[src/rtl/riscv_pkg.sv]
// Shared RV32 pipeline definitions: canonical instruction encodings and the fetch FSM state type.
// Used by fetch, decode and the CPU top level.
package riscv_pkg;

  localparam logic [31:0] RV_NOP    = 32'h0000_0013;
  localparam logic [31:0] RV_EBREAK = 32'h0010_0073;

  typedef enum logic [1:0] {
    BOOT = 2'd0,
    RUN  = 2'd1,
    HALT = 2'd2
  } fetch_state_t;

  function automatic logic is_ebreak(input logic [31:0] word);
    return word == RV_EBREAK;
  endfunction

endpackage

[src/rtl/fetch_pc_gen.sv]
// Program counter register and next-PC mux: redirect load, +4 advance, otherwise hold.
// PC is word aligned at all times; PC+4 wraps modulo 2^WIDTH.
module fetch_pc_gen #(
  parameter int               WIDTH    = 32,
  parameter logic [WIDTH-1:0] RESET_PC = '0
) (
  input  logic             clk,
  input  logic             rst_n,
  input  logic             advance,
  input  logic             load,
  input  logic [WIDTH-1:0] load_pc,
  output logic [WIDTH-1:0] pc,
  output logic [WIDTH-1:0] pc_plus4
);

  localparam logic [WIDTH-1:0] ALIGN_MASK = ~WIDTH'(3);

  logic [WIDTH-1:0] pc_next;

  assign pc_plus4 = pc + WIDTH'(4);

  // Redirect outranks sequential advance; with neither, the PC holds (stall, boot, halt).
  always_comb begin
    pc_next = pc;
    if (load) begin
      pc_next = load_pc & ALIGN_MASK;
    end else if (advance) begin
      pc_next = pc_plus4;
    end
  end

  always_ff @(posedge clk or negedge rst_n) begin
    if (!rst_n) begin
      pc <= RESET_PC & ALIGN_MASK;
    end else begin
      pc <= pc_next;
    end
  end

endmodule

[src/rtl/riscv_fetch_stage.sv]
// Instruction fetch: owns the PC, drives imem, and registers each word into IF/ID (1-cycle latency).
// Stall holds PC and IF/ID; redirect flushes IF/ID with a bubble; EBREAK halts fetch until redirect.
module riscv_fetch_stage #(
  parameter int               WIDTH    = 32,
  parameter logic [WIDTH-1:0] RESET_PC = '0
) (
  input  logic             clk,
  input  logic             rst_n,
  input  logic             stall_i,
  input  logic             redirect_i,
  input  logic [WIDTH-1:0] redirect_pc_i,
  output logic [WIDTH-1:0] imem_addr_o,
  input  logic [31:0]      imem_rdata_i,
  output logic             id_valid_o,
  output logic [31:0]      id_instr_o,
  output logic [WIDTH-1:0] id_pc_o,
  output logic [WIDTH-1:0] id_pc_plus4_o,
  output logic             halted_o
);

  import riscv_pkg::*;

  fetch_state_t     state;
  logic [WIDTH-1:0] pc;
  logic [WIDTH-1:0] pc_plus4;
  logic             fetch_ok;
  logic             fetch_ebreak;
  logic             pc_load;
  logic             pc_advance;

  // A fetch is latched only in RUN with no redirect and no stall.
  assign fetch_ok     = (state == RUN) && !redirect_i && !stall_i;
  assign fetch_ebreak = fetch_ok && is_ebreak(imem_rdata_i);
  assign pc_load      = redirect_i && (state != BOOT);
  assign pc_advance   = fetch_ok && !fetch_ebreak;

  fetch_pc_gen #(
    .WIDTH    (WIDTH),
    .RESET_PC (RESET_PC)
  ) u_pc_gen (
    .clk      (clk),
    .rst_n    (rst_n),
    .advance  (pc_advance),
    .load     (pc_load),
    .load_pc  (redirect_pc_i),
    .pc       (pc),
    .pc_plus4 (pc_plus4)
  );

  assign imem_addr_o = pc;

  always_ff @(posedge clk or negedge rst_n) begin
    if (!rst_n) begin
      state         <= BOOT;
      id_valid_o    <= 1'b0;
      id_instr_o    <= RV_NOP;
      id_pc_o       <= '0;
      id_pc_plus4_o <= '0;
      halted_o      <= 1'b0;
    end else begin
      case (state)
        BOOT: begin
          state <= RUN;
        end
        RUN: begin
          if (redirect_i) begin
            id_valid_o <= 1'b0;
            id_instr_o <= RV_NOP;
          end else if (!stall_i) begin
            id_valid_o    <= 1'b1;
            id_instr_o    <= imem_rdata_i;
            id_pc_o       <= pc;
            id_pc_plus4_o <= pc_plus4;
            // The EBREAK itself still goes to decode as a valid instruction.
            if (fetch_ebreak) begin
              state    <= HALT;
              halted_o <= 1'b1;
            end
          end
        end
        HALT: begin
          if (redirect_i) begin
            state      <= RUN;
            halted_o   <= 1'b0;
            id_valid_o <= 1'b0;
            id_instr_o <= RV_NOP;
          end else if (!stall_i) begin
            id_valid_o <= 1'b0;
            id_instr_o <= RV_NOP;
          end
        end
        default: begin
          state <= BOOT;
        end
      endcase
    end
  end

endmodule

[config.mk]
export PLATFORM = sky130hd
export DESIGN_NAME = riscv_fetch_stage
export DESIGN_NICKNAME = d
export VERILOG_FILES = /design/src/rtl/riscv_pkg.sv /design/src/rtl/fetch_pc_gen.sv /design/src/rtl/riscv_fetch_stage.sv
export SDC_FILE = /design/constraint.sdc
export NUM_CORES = 1
export LEC_CHECK = 0
export ABC_AREA = 1
export CAP_MARGIN = 20
export CORE_MARGIN = 2
export CORE_UTILIZATION = 35
export DETAILED_ROUTE_END_ITERATION = 6
export SYNTH_ARGS = -nofsm -noshare
export SYNTH_HDL_FRONTEND = slang
export SYNTH_SLANG_ARGS = --single-unit
[constraint.sdc]
create_clock -name clk -period 4.1 [get_ports clk]
set_input_delay 1.025 -clock clk [delete_from_list [all_inputs] [get_ports clk]]
set_output_delay 1.025 -clock clk [all_outputs]
set_load 0.02 [all_outputs]
Word-level counts from Yosys, hierarchy flattened:

Cells that the tools add are included.

* register bits after elaboration: 132
* word-level logic and storage cells: 57

* add/subtract/negate cells: 1
* eq/ne operators: 9
* multiplexer cells: 22
* bitwise logic cells: 2
* reduce and logical (&&, ||, !) cells: 16

Operators with widths (number)
* $mux W32: 6
* $pmux W32 S2: 1
* $add A32 B3 Y32 const B: 1
* $eq A32 B21 Y1 const B: 1
* $mux W1: 8
* $mux W2: 4
* $ne A2 B2 Y1 const B: 4
* $ne A3 B3 Y1 const B: 2
* $pmux W2 S3: 1
* $reduce_and A3 Y1: 2
* $reduce_bool A2 Y1: 3
* $logic_and A1 B1 Y1: 5
* $reduce_and A5 Y1: 1
* $pmux W1 S2: 2
* $reduce_and A4 Y1: 1
* $logic_not A1 Y1: 3
* $eq A2 B1 Y1 const B: 1
* $eq A2 B2 Y1 const B: 1
* $logic_not A2 Y1: 1
* $not A1 Y1: 2

Longest topological paths before layout:

Gate-level depths: netlist of the first run.

* depth in word-level cells: 8
* depth in mapped cells: 12
* depth with buffers taken out: 12

Modules after synthesis:

Synthesis of the first run repeated with hierarchy kept, for this count alone.

* cells, all modules: 773
* area, all modules: 6314.8 µm²

By module, submodules not included
* riscv_fetch_stage: times used 1, cells an instance 461, area each 4075.2 µm², sequential area each 2506.2 µm²
* fetch_pc_gen: times used 1, cells an instance 312, area each 2239.6 µm², sequential area each 750.7 µm²

Least setup slack after synthesis of the first run:

Ideal clock, no wire load.

* kind: in2reg
* start point: input imem_rdata_i[19]
* end point: register u_pc_gen.pc[9]
* setup time: 122 ps
* arrival time: 1921 ps
* path slack: 2056 ps
* stages on the path: 11
* buffers on the path: 1
* cell sequence: inv_1 nand2_1 nor2_1 nand2_1 nor2_1 nand2_1 nand2_2 nand2_4 buf_2 nand2_1 o21ai_1

* word-level cells in the longest chain between the ends: 5

Ends and longest elaborated chain
* start: declaration: line riscv_fetch_stage.sv:13 `input logic [31:0] imem_rdata_i,`
* $eq A32 B21 Y1: line riscv_pkg.sv:15 `return word == RV_EBREAK;`
* $logic_and A1 B1 Y1: line riscv_fetch_stage.sv:33 `assign fetch_ebreak = fetch_ok && is_ebreak(imem_rdata_i);`
* $logic_not A1 Y1: line riscv_fetch_stage.sv:35 `assign pc_advance = fetch_ok && !fetch_ebreak;`
* $logic_and A1 B1 Y1: line riscv_fetch_stage.sv:35
* $reduce_bool A2 Y1 (no source line)
* end signal: assignment: line fetch_pc_gen.sv:34 `pc <= RESET_PC & ALIGN_MASK;`
* end signal: assignment: line fetch_pc_gen.sv:36 `pc <= pc_next;`
* end: declaration: line fetch_pc_gen.sv:12 `output logic [WIDTH-1:0] pc,`

Every way passes these cells.
A chain may end at the register's enable or synchronous reset.

Worst setup path after layout of the first run:

* start point: input imem_rdata_i[0]
* end point: register u_pc_gen.pc[2]

The elaborated chain is that of the path after synthesis.

==> run_results.csv, run 1 <==
group,metric,value,unit
outcome,status,"finished clean",
timing,slew_viol_final,0,
timing,finClkSkew,0.00693,ns
grt,grt.total_usage,21.0,%
critical_path,critPathArrivalTime,2.99,ns
routing,first_pass_iters,5,
logic_synthesis,yosys_warnings,0,
critical_path,path_cells,"clkdlybuf4s50_1 -> nand2_1 -> nor2_1 -> nand2_1 -> nor2_1 -> nand2_1 -> nand2_2 -> nand2_4 -> nand2_1 -> o21ai_1",
critical_path,path_common_cell,"nand2_1",
critical_path,cp_slowest_cell,"clkdlybuf4s50_1",
die,start_util,35.6,%
logic_synthesis,ys_seq_elements,126,
grt,overflow,0,
clocking,cts_resized,0,
routing,route.detailed.drc,0,
clocking,path_clk_slew,0.06,ns
power_and_ir_drop,p_per_area,483,nW/um^2
logic_synthesis,ys_seq_area_share,51.4,%
critical_path,slowest_delay,0.49,ns
final_layout,final_util,51.5,%
timing,setup_viol,0,
clocking,root_buffer,"clkbuf_16",
final_layout,multi_input_area,2560,sq um
routing,first_iter_violations,286,
timing,final-hold-violation-count,0,
place,hpwl,13600,microns
routing,num_vias,5731,
clocking,numClockSinks,126,
clocking,cts-hold-fix-buffers,0,
critical_path,crit_path_end_kind,"register",
final_layout,seq_area,3160,sq um
timing,min_period_over_period,66.0,%
logic_synthesis,yosys-top-cells-area,"dfrtp_1, nand2_1, o21ai_0, inv_1, nand3_1",
grt,grt_max_degree,77,
critical_path,required,4.38,ns
die,die_h,136,microns
final_layout,final_cell_mix,"nand2_1, clkdlybuf4s50_1, dfrtp_1",
timing,slew_headroom,46.2,%
routing,ant_nets,0,
critical_path,cp_top_family,"simple AND/OR/NAND/NOR gates",
clocking,cts_setup_buffers,0,
timing,tightest_slew,0.806,ns
final_layout,finalNetCount,1051,
clocking,ctsHtreeMaxLevel,4,
hold_path,hold_path_class,"reg -> reg",
final_layout,final_area,8870,sq um
final_layout,drive_gt1_share,7.37,%
critical_path,crit_type,"in -> reg",
timing,fin_hold_ws,0.476,ns
logic_synthesis,synth.avg_cell_area,7.73,sq um
clocking,cts_tree,"yes",
die,num_rows,48,
critical_path,crit_fanout,28,
place,io_buffers,189,
clocking,clockBufferDepth,2,
final_layout,final_common_cell,"nand2_1",
clocking,cts_buffers,17,
logic_synthesis,synth_top_cell_by_area,"dfrtp_1",
critical_path,startpoint_type,"input port",
die,design.core.area,17200,sq um
routing,vias_per_cell,4.71,
final_layout,syn_to_final_growth,44.5,%
timing,final.setup.tns,0,ns
place,postPlaceCellArea,8220,sq um
grt,first_global_vias,5526,
grt,antenna_found_initial,1,
power_and_ir_drop,peakVddDrop,313,uV
die,die-width,136,microns
routing,routedWlPerCell,15.4,microns
clocking,insertion_delay,0.41,ns
grt,grt_first_pass_wirelength,29700,microns
logic_synthesis,synth_top_area_share,50.1,%
timing,grt_setup_unrepaired,"false",
die,dieArea,18600,sq um
timing,timing.fmax,0.369,GHz
die,io_pins,198,
logic_synthesis,yosysUniqueCellTypes,31,
flow_run,cap_violations,0,
final_layout,fillers,1691,
routing,finalWirelength,18800,microns
place,place.gp.congestion,0.838,
critical_path,critPathBufInv,1,
logic_synthesis,syn_area,6140,sq um
power_and_ir_drop,leakage,4.16,nW
logic_synthesis,syn_inst,794,
timing,finalCriticalPeriod,2.71,ns
-- stage by stage --
stage | power, mW | std cells | worst slack, ns
3_3_place_gp | 2.65 | 1184 | 0.960
5_1_grt | 4.49 | 1216 | 1.18
4_1_cts | 4.34 | 1216 | 1.38
2_1_floorplan | 2.08 | 799 | 2.06
6_report | 4.29 | 1217 | 1.39
3_5_place_dp | 2.66 | 1184 | 0.957
-- worst register-to-register path, stage by stage, from the launching register on --
cell and delay [ns]:
dfrtp_1 0.40, inv_1 0.11, ha_1 0.18, nor2_2 0.06
inv_2 0.58, nand2_4 0.36, nand2_1 0.15, o21ai_1 0.08
-- power by group --
group | switching [mW] | leakage, nW | internal [mW]
logic | 0.584 | 2.28 | 0.472
clock network | 0.579 | 0.303 | 1.08
registers | 0.152 | 1.57 | 1.42
total | 1.32 | 4.16 | 2.97
-- synth_stat cells, drive strengths merged --
master  count
nand3      45
o21ai      69
dfstp       3
clkbuf      9
nor3        3
nand4       6
a22o        3
conb        1
xor2       16
a31oi      11
dfrtp     123
ha          5
nand3b      2
o41ai       1
nand2     323
buf        26
or2         3
nor2       69
inv        73
o22a        3
-- registers in the layout, indices dropped and copies added, names as in the netlist --
| register | cells |
|---|---|
| halted_o | 1 |
| id_instr_o | 32 |
| id_pc_o | 30 |
| id_pc_plus4_o | 30 |
| id_valid_o | 1 |
| state | 2 |
| u_pc_gen.pc | 30 |
-- logic make-up after synthesis --
group                      synth area share [%]
and+or+nand+nor                            30.2
DFF                                        51.4
buffers and inverters                      7.25
AOI/OAI and AO/OA                          7.80
xor gates and xnor gates                   2.28
adders and majority gates                  1.02
other                                    0.0611
-- layer usage --
metal | GRT usage (%) | vias to the layer above | part of all wire (%)
met3 | 5.29 | 19 | 6.0
met1 | 27.9 | 2702 | 45
met5 | 0 | - | 0
li1 | - | 2845 | -
met2 | 33.3 | 165 | 47
met4 | 7.06 | 0 | 1.5
-- worst paths after layout --
path | start | end | slack (ns) | cells past startpoint
min in group asynchronous | rst_n | id_instr_o[24] | 0.68 | 1
max reg2reg | state[1] | u_pc_gen.pc[2] | 2.06 | 7
min reg2reg | id_pc_o[15] | id_pc_o[15] | 0.48 | 2
max in group asynchronous | rst_n | u_pc_gen.pc[29] | 2.60 | 2
max | imem_rdata_i[0] | u_pc_gen.pc[2] | 1.39 | 10
min | id_pc_o[15] | id_pc_o[15] | 0.48 | 2
-- layout make-up --
| class | instances | area share [%] |
|---|---|---|
| sequential | 126 | 35.6 |
| clock inverter | 14 | 2.44 |
| multi-input combinational | 565 | 28.9 |
| antenna | 1 | 0.0282 |
| inverter | 73 | 3.09 |
| tap | 225 | 3.17 |
| timing repair buffer | 195 | 21.9 |
| clock buffer | 18 | 4.84 |
(Power assumes the default switching activity.)
==> run 2, diff against run 1 <==
- PLACE_DENSITY: unset -> 0.66
- clock period: 4.1 -> 2.2 ns (I/O delays scaled with it)
==> run 2 against run 1 <==
Clock power is 52% higher; sequential share of layout area about the same; sequential power increased by 86%; hold slack worse by 0.40 ns; critical path depth is 9 lower; combinational power rose by 89%; flip-flop and latch count is the same; count of clock-buffer cells in the layout is 4 higher; non-clock buffer count grew 8; wire length shrank 1.1%.
==> run_results.csv, run 2 (same netlist as run 1, synthesis figures left out) <==
group,metric,value,unit
clocking,ctsHtreeMaxLevel,4,
place,dp.cells,1192,
outcome,status,"finished clean",
critical_path,startpoint_type,"register",
grt,grt_first_pass_wirelength,29400,microns
critical_path,crit_path_end_kind,"output port",
power_and_ir_drop,leakage,4.18,nW
die,die_h,136,microns
critical_path,crit_start,"u_pc_gen.pc[24]",
power_and_ir_drop,swShare,31.7,%
critical_path,critPathBufInv,1,
grt,antenna_found_initial,0,
routing,num_vias,5692,
power_and_ir_drop,power_switching,2.36,mW
final_layout,layout.cells.non_filler,1221,
final_layout,syn_to_final_growth,44.6,%
flow_run,cap_violations,0,
power_and_ir_drop,seqPwrFrac,39.3,%
die,dieArea,18600,sq um
clocking,cts_buffers,17,
die,start_util,35.6,%
clocking,insertion_delay,0.42,ns
routing,route.detailed.drc,0,
routing,finalWirelength,18600,microns
power_and_ir_drop,p_per_area,838,nW/um^2
final_layout,num_antenna_cells,0,
die,io_pins,198,
timing,grt_setup_unrepaired,"false",
timing,final.setup.tns,0,ns
power_and_ir_drop,finalPower,7.44,mW
power_and_ir_drop,internal-power,5.08,mW
timing,timing.fmax,0.467,GHz
routing,vias_per_cell,4.66,
routing,first_pass_iters,6,
critical_path,cp_top_family,"buffers and inverters",
grt,overflow,0,
place,place.gp.congestion,0.919,
final_layout,final_util,51.5,%
routing,routedWlPerCell,15.2,microns
routing,ant_nets,0,
power_and_ir_drop,power_frac_comb,26.8,%
power_and_ir_drop,peakVddDrop,598,uV
final_layout,top_register,"id_instr_o",
die,num_rows,48,
final_layout,seq_area,3160,sq um
critical_path,crit_fanout,8,
place,io_buffers,189,
clocking,cts_resized,0,
clocking,cts_tree,"yes",
critical_path,cp_slowest_cell,"clkdlybuf4s50_1",
place,hpwl,13700,microns
die,design.core.area,17200,sq um
timing,finalCriticalPeriod,2.14,ns
clocking,path_clk_slew,0.06,ns
critical_path,required,1.65,ns
final_layout,drive_gt1_share,7.83,%
final_layout,final_cell_mix,"nand2_1, clkdlybuf4s50_1, dfrtp_1",
critical_path,r2r-end,"u_pc_gen.pc[8]",
critical_path,endpoint,"imem_addr_o[24]",
final_layout,final_common_cell,"nand2_1",
hold_path,hold_path_class,"in -> async",
power_and_ir_drop,clockPowerShare,33.9,%
timing,setup_viol,0,
timing,finClkSkew,0.00998,ns
critical_path,crit_type,"reg -> out",
place,pre_cts_slack,-0.0410,ns
grt,first_global_vias,5559,
timing,setup_slack,0.0595,ns
grt,grt.total_usage,20.8,%
clocking,numClockSinks,126,
final_layout,multi_input_area,2560,sq um
critical_path,r2r_cells,10,
critical_path,path_depth,1,
clocking,cts-hold-fix-buffers,0,
critical_path,path_cells,"clkdlybuf4s50_1",
final_layout,largest_reg_flops,32,
timing,slew_viol_final,0,
final_layout,finalNetCount,1059,
die,die-width,136,microns
timing,final-hold-violation-count,0,
clocking,clockBufferDepth,2,
routing,first_iter_violations,410,
clocking,root_buffer,"clkbuf_16",
critical_path,slowest_delay,0.68,ns
grt,grt_max_degree,57,
critical_path,rr_startpoint,"u_pc_gen.pc[2]",
critical_path,critPathArrivalTime,1.59,ns
clocking,cts_setup_buffers,0,
critical_path,reg2reg_slack,0.38,ns
timing,min_period_over_period,97.3,%
final_layout,fillers,1695,
-- run 2: cell types whose count changed in the layout (fill, tap and decap cells not counted), sizes merged --
cell,previous run,this run
diode,1,0
clkinv,4,5
clkinvlp,4,2
bufinv,5,0
inv,74,73
buf,7,15
clkbuf,18,22
-- run 2: layer usage --
layer	vias up	wire [microns]	share of wire [%]	GRT usage, %
li1	2863	-	-	-
met1	2640	8220	44	27.7
met2	164	8600	46	32.4
met3	25	1390	7.5	6.38
met4	0	345	1.9	6.42
met5	-	0	0	0
-- run 2: final cells by class --
type | instances | area share, %
timing repair buffer | 203 | 23.4
clock inverter | 7 | 0.451
multi-input combinational | 565 | 28.9
clock buffer | 22 | 5.45
inverter | 73 | 3.08
sequential | 126 | 35.5
tap | 225 | 3.17
-- run 2: how the worst min path moves through the flow --
stage          cells after the start               end             start
3_3_place_gp                       2          halted_o          halted_o
6_report                           1  id_pc_plus4_o[4]             rst_n
2_1_floorplan                      0          halted_o             rst_n
4_1_cts                            1  id_pc_plus4_o[4]             rst_n
5_1_grt                            1        id_pc_o[2]             rst_n
3_5_place_dp                       2  id_pc_plus4_o[5]  id_pc_plus4_o[5]
-- run 2: power groups by stage --
| stage | sequential [mW] | clock (mW) | combinational (mW) |
|---|---|---|---|
| final | 2.92 | 2.52 | 2.00 |
| after global routing | 2.97 | 2.67 | 2.17 |
| after CTS | 2.93 | 2.57 | 2.03 |
| after detailed placement | 2.96 | 0 | 2.02 |
| after global placement | 2.96 | 0 | 2.00 |
| after floorplan | 3.32 | 0 | 0.563 |
-- run 2: per-stage QoR --
stage               instance area, sq um  hold WS, ns
detailed placement                  8360        0.464
finish                              8880       0.0785
global placement                    8360        0.459
global route                        8880       0.0987
CTS                                 8880       0.0781
floorplan                           6160        0.254
